**src/rtl/simon_pipeline_cfg.sv**
```systemverilog
// Fully unrolled Simon datapath, one round per stage, with valid/ready flow control.
// Define SIMON_DECRYPT_EN to build the per-beat decrypt path (mode registers and key muxes).
module simon_pipeline_cfg #(
    parameter int unsigned N     = 16,
    parameter int unsigned T     = 32,
    parameter int unsigned TAG_W = 4
) (
    input  logic             clk,
    input  logic             rst,
    input  logic             in_valid,
    output logic             in_ready,
    input  logic [2*N-1:0]   in_block,
    input  logic             in_decrypt,
    input  logic [TAG_W-1:0] in_tag,
    input  logic [T*N-1:0]   round_keys,
    output logic             out_valid,
    input  logic             out_ready,
    output logic [2*N-1:0]   out_block,
    output logic             out_decrypt,
    output logic [TAG_W-1:0] out_tag,
    output logic             busy
);

    function automatic logic [N-1:0] rotl(input logic [N-1:0] v, input int unsigned r);
        logic [2*N-1:0] d;
        d = {v, v} << (r % N);
        return d[2*N-1:N];
    endfunction

    function automatic logic [N-1:0] simon_f(input logic [N-1:0] v);
        return (rotl(v, 1) & rotl(v, 8)) ^ rotl(v, 2);
    endfunction

    logic [N-1:0]     x_q   [T];
    logic [N-1:0]     y_q   [T];
    logic             v_q   [T];
    logic [TAG_W-1:0] tag_q [T];
`ifdef SIMON_DECRYPT_EN
    logic             dec_q [T];
`else
    logic             unused_in_decrypt;
    assign unused_in_decrypt = in_decrypt;
`endif

    // Single global enable: the whole pipe moves or the whole pipe holds.
    logic adv;
    assign adv      = !(v_q[T-1] && !out_ready);
    assign in_ready = adv;

    for (genvar s = 0; s < T; s++) begin : g_stage
        logic [N-1:0]     src_x;
        logic [N-1:0]     src_y;
        logic             src_v;
        logic [TAG_W-1:0] src_tag;
        logic [N-1:0]     key;
        logic [N-1:0]     rx;
        logic [N-1:0]     nxt_x;
        logic [N-1:0]     nxt_y;
`ifdef SIMON_DECRYPT_EN
        logic             src_dec;
`endif

        if (s == 0) begin : g_src
            assign src_v   = in_valid;
            assign src_tag = in_tag;
`ifdef SIMON_DECRYPT_EN
            // Decrypt runs the forward round on word-swapped state.
            assign src_dec = in_decrypt;
            assign src_x   = in_decrypt ? in_block[N-1:0]   : in_block[2*N-1:N];
            assign src_y   = in_decrypt ? in_block[2*N-1:N] : in_block[N-1:0];
`else
            assign src_x   = in_block[2*N-1:N];
            assign src_y   = in_block[N-1:0];
`endif
        end else begin : g_src
            assign src_v   = v_q[s-1];
            assign src_tag = tag_q[s-1];
            assign src_x   = x_q[s-1];
            assign src_y   = y_q[s-1];
`ifdef SIMON_DECRYPT_EN
            assign src_dec = dec_q[s-1];
`endif
        end

`ifdef SIMON_DECRYPT_EN
        assign key = src_dec ? round_keys[(T-1-s)*N +: N] : round_keys[s*N +: N];
`else
        assign key = round_keys[s*N +: N];
`endif

        assign rx = src_y ^ simon_f(src_x) ^ key;

`ifdef SIMON_DECRYPT_EN
        if (s == T - 1) begin : g_last
            // Undo the input swap so the output uses the normal x/y packing.
            assign nxt_x = src_dec ? src_x : rx;
            assign nxt_y = src_dec ? rx    : src_x;
        end else begin : g_mid
            assign nxt_x = rx;
            assign nxt_y = src_x;
        end
`else
        assign nxt_x = rx;
        assign nxt_y = src_x;
`endif

        always_ff @(posedge clk or posedge rst) begin
            if (rst) begin
                x_q[s]   <= '0;
                y_q[s]   <= '0;
                v_q[s]   <= 1'b0;
                tag_q[s] <= '0;
`ifdef SIMON_DECRYPT_EN
                dec_q[s] <= 1'b0;
`endif
            end else if (adv) begin
                x_q[s]   <= nxt_x;
                y_q[s]   <= nxt_y;
                v_q[s]   <= src_v;
                tag_q[s] <= src_tag;
`ifdef SIMON_DECRYPT_EN
                dec_q[s] <= src_dec;
`endif
            end
        end
    end

    assign out_valid = v_q[T-1];
    assign out_block = {x_q[T-1], y_q[T-1]};
    assign out_tag   = tag_q[T-1];
`ifdef SIMON_DECRYPT_EN
    assign out_decrypt = dec_q[T-1];
`else
    assign out_decrypt = 1'b0;
`endif

    always_comb begin
        busy = 1'b0;
        for (int i = 0; i < T; i++) begin
            busy = busy | v_q[i];
        end
    end

endmodule

```
**config.mk**
```make
export PLATFORM = sky130hd
export DESIGN_NAME = simon_pipeline_cfg
export DESIGN_NICKNAME = d
export VERILOG_FILES = /design/src/rtl/simon_pipeline_cfg.sv
export SDC_FILE = /design/constraint.sdc
export NUM_CORES = 2
export LEC_CHECK = 0
export CORE_MARGIN = 4
export CORE_UTILIZATION = 63
export CTS_BUF_LIST = sky130_fd_sc_hd__clkbuf_4 sky130_fd_sc_hd__clkbuf_8 sky130_fd_sc_hd__clkbuf_16
export CTS_CLUSTER_SIZE = 24
export DETAILED_ROUTE_END_ITERATION = 10
export HOLD_SLACK_MARGIN = 0.1
export MAX_ROUTING_LAYER = met4
export PLACE_DENSITY_LB_ADDON = 0.15
export RECOVER_POWER = 25
export SYNTH_ARGS = -nofsm -noshare
export SYNTH_HDL_FRONTEND = slang
export SYNTH_SLANG_ARGS = --single-unit
export TNS_END_PERCENT = 10
```
**constraint.sdc**
```tcl
create_clock -name clk -period 86.5 [get_ports clk]
set_clock_uncertainty 0.2 [all_clocks]
set_input_delay 25.95 -clock clk [delete_from_list [all_inputs] [get_ports clk]]
set_output_delay 25.95 -clock clk [all_outputs]
set_load 0.005 [all_outputs]
```
==> results.md <==
* Failing checks: max-capacitance violations, max-slew violations
* CTS root buf: clkbuf_16
* Synthesized area at approximately 0.062 mm2
* R2R setup slack at between 70,000 and 80,000 ps
* Post-CTS resize count at 0
* Comb pwr share at between 40% and 50%
* Final min period at between 50,000 and 60,000 ps
* Final hold slack at approximately 290 ps
* Largest net degree at the start of global routing at 191
* Antenna-violating nets left at 0
* Worst-skew pair later-pin latency at between 700 and 800 ps
* TritonCTS clock tree: yes
* RSZ-0062 raised after global routing: false
* Hold path start: g_stage[19].src_y[15]
* Starting Density at approximately 64%
* Area delta synth->final at 17.8%
* Worst Hold Depth at 1
* Synthesized netlist net count at 4,604
* Share of layout cells above drive strength 1 at roughly 29%
* Clk pwr share at between 10% and 20%
* Die Area at slightly above 0.1 mm2
* Drt pass-1 iters at 5
* Slew Viols, Final at 600
* Most frequent cells in the layout: dfrtp_1, mux2_2, clkdlybuf4s50_1
* Post-Layout Inst Area at 0.0731 mm2
* CP max stage cell: nand2b_1
* Clock-pin slew on the worst setup and hold paths at 50 ps
* Core Area at 0.0973 mm2
* CTS HTree Levels at 4
* Tcrit/Tclk final at 65.0%
* Post-synthesis sequential area ratio at 47.7%
* Cts hold-fix bufs at 0
* Leakage at roughly 36 nW
* Vias in the first global route at approximately 36,000
* GR Util All Layers at 27.9%
* Status: complete, but fails checks
* Slew HR at -476%
* Synth cell types at 15
* Ports at between 500 and 600
* Worst setup SP type: primary input
* Ys Warns at 0
* Final-stage net count at 5,216
* Mapped Cells at ~4,000
* Worst-path cell chain: dlygate4sd3_1 -> nand2b_1 -> clkdlybuf4s50_1
* Initial drt markers at around 2,300
* First-pass GRT wire length at around 210,000 um
* Critical Path AT at between 30,000 and 40,000 ps
* Port-buffer cells at between 500 and 600
* Rows at about 110
* Share of the synthesized area in the top cell type at ~48%
* Most common cell after layout, fill and taps aside: dfrtp_1
* Cell Area, Placed at roughly 0.069 mm2
* Die H at ~320 um
* Number of vias per cell at 5.65
* Worst-path maximum fanout at 80
* Initial antenna violation count at 9
* Setup Fix Bufs, Post-CTS at 0
* Number of synthesized register bits at 1,184
* Wirelength per Cell at 23.1 um
* Hold Path Class: flip-flop to flip-flop
* Reg2Reg Launch Point: out_valid
* Int Pwr at 2.26 mW
* Worst Tran Pin Value at between 8000 and 9000 ps
* CP Capture Type: primary output
* CTS Sinks at 1,184
* Reg2Reg Depth at 4
* GPL Wtd Cong at ~0.84
* DR vias at ~34,000
* Grt total ovfl at 0
* WL final at roughly 140,000 um
* DP Wirelength at about 100,000 um
* Clock buffer depth at 3
* Reg-to-reg endpoint: g_stage[2].nxt_y[9]
* Kind of critical path: primary input to primary output
* Hold Fails Final Rpt at 0
* VDD IR-drop max at ~0.027 mV
* Syn Area/Cell at about 15 um2
* P_sw at between 1 and 1.5 mW
* Sequential power share at between 30% and 40%
* WHS Endpoint: g_stage[19].src_y[15]
* Maxcap violations at 6
* Setup_tns at 0 ps
* TritonCTS buffer count at 130
* Cell taking the most area after synthesis: dfrtp_1
* Final Setup Violations at 0
* Fmax at 0.0178 GHz
* Top cells by area, synth: dfrtp_1, mux2_2, xnor3_1, xor2_1, nand2_1
* Cells after DPL at around 5,800
* CP max stage delay at around 2700 ps
* Residual DRC count at 0
* DIE WIDTH at approximately 320 um
* Switching Share at between 30 and 40%
* Non-Filler Instances at around 6,000
* WP data required at around 60,000 ps
* PD cells at roughly 45 mW/mm2
==> stage by stage <==
step                      setup WS (ps)  utilization [%]  power [mW]
after CTS                         32440             75.2        3.28
after detailed placement          32450             70.7        2.69
after global routing              30030             75.2        3.45
after floorplan                   27000                -        2.34
final                             30280             75.2        3.26
after global placement            32430             70.7        2.63
==> sequential cells by signal, indices dropped and copies added, names as in the netlist <==
name,cells
out_tag,4
g_stage.nxt_y,496
g_stage.src_y,496
out_block,32
g_stage.src_v,31
g_stage.src_tag,124
out_valid,1
==> power by group through the flow <==
stage          Combinational [mW]  Clock, mW  Sequential, mW
2_1_floorplan                1.29          0            1.06
3_3_place_gp                 1.44          0            1.19
3_5_place_dp                 1.49          0            1.20
4_1_cts                      1.50      0.580            1.20
5_1_grt                      1.61      0.605            1.24
6_report                     1.49      0.569            1.20
==> Yosys cell counts <==
master    count
buf_6        73
xor2_1      512
xnor3_1     512
nor4_1        8
inv_1         1
buf_4         1
nand2_1     512
buf_2        59
nand4_1       2
dfrtp_1    1184
or2_2         1
conb_1        1
mux2_1       59
nand2b_1      2
mux2_2     1124
==> critical path, delay by kind of cell <==
family / cells / cell delay [ps]
buf+inv: 2 / 1450
simple gates: 1 / 2660
==> logic make-up after synthesis <==
group	Yosys count	synth area share, %
XOR/XNOR	1024	25.8
buffers and inverters	134	1.82
flip-flops	1184	47.7
multiplexers	1183	21.5
other	1	0.00604
AND/OR/NAND/NOR	525	3.23
==> worst max-delay path by stage <==
stage / to / cells after the start / slack [ps] / from
2_1_floorplan: g_stage[10].nxt_y[0] / 1 / 27000 / rst
3_3_place_gp: in_ready / 3 / 32430 / out_ready
3_5_place_dp: in_ready / 3 / 32450 / out_ready
4_1_cts: in_ready / 3 / 32440 / out_ready
5_1_grt: in_ready / 3 / 30030 / out_ready
6_report: in_ready / 3 / 30280 / out_ready
==> metal layers <==
metal / global-route usage (%) / wire [um] / vias up
li1: - / - / 15327
met1: 36.7 / 59200 / 17834
met2: 45.6 / 70500 / 779
met3: 4.10 / 6240 / 207
met4: 8.99 / 3950 / 0
met5: - / 0 / -
==> layout make-up <==
type	count	area [um2]
sequential	1184	29600
tap	1276	1600
multi-input combinational	2733	31300
clock inverter	50	609
inverter	1	5.00
fill	6194	24100
antenna	9	22.5
timing repair buffer	613	6110
clock buffer	181	3820
Power figures use the tool's default switching activity.
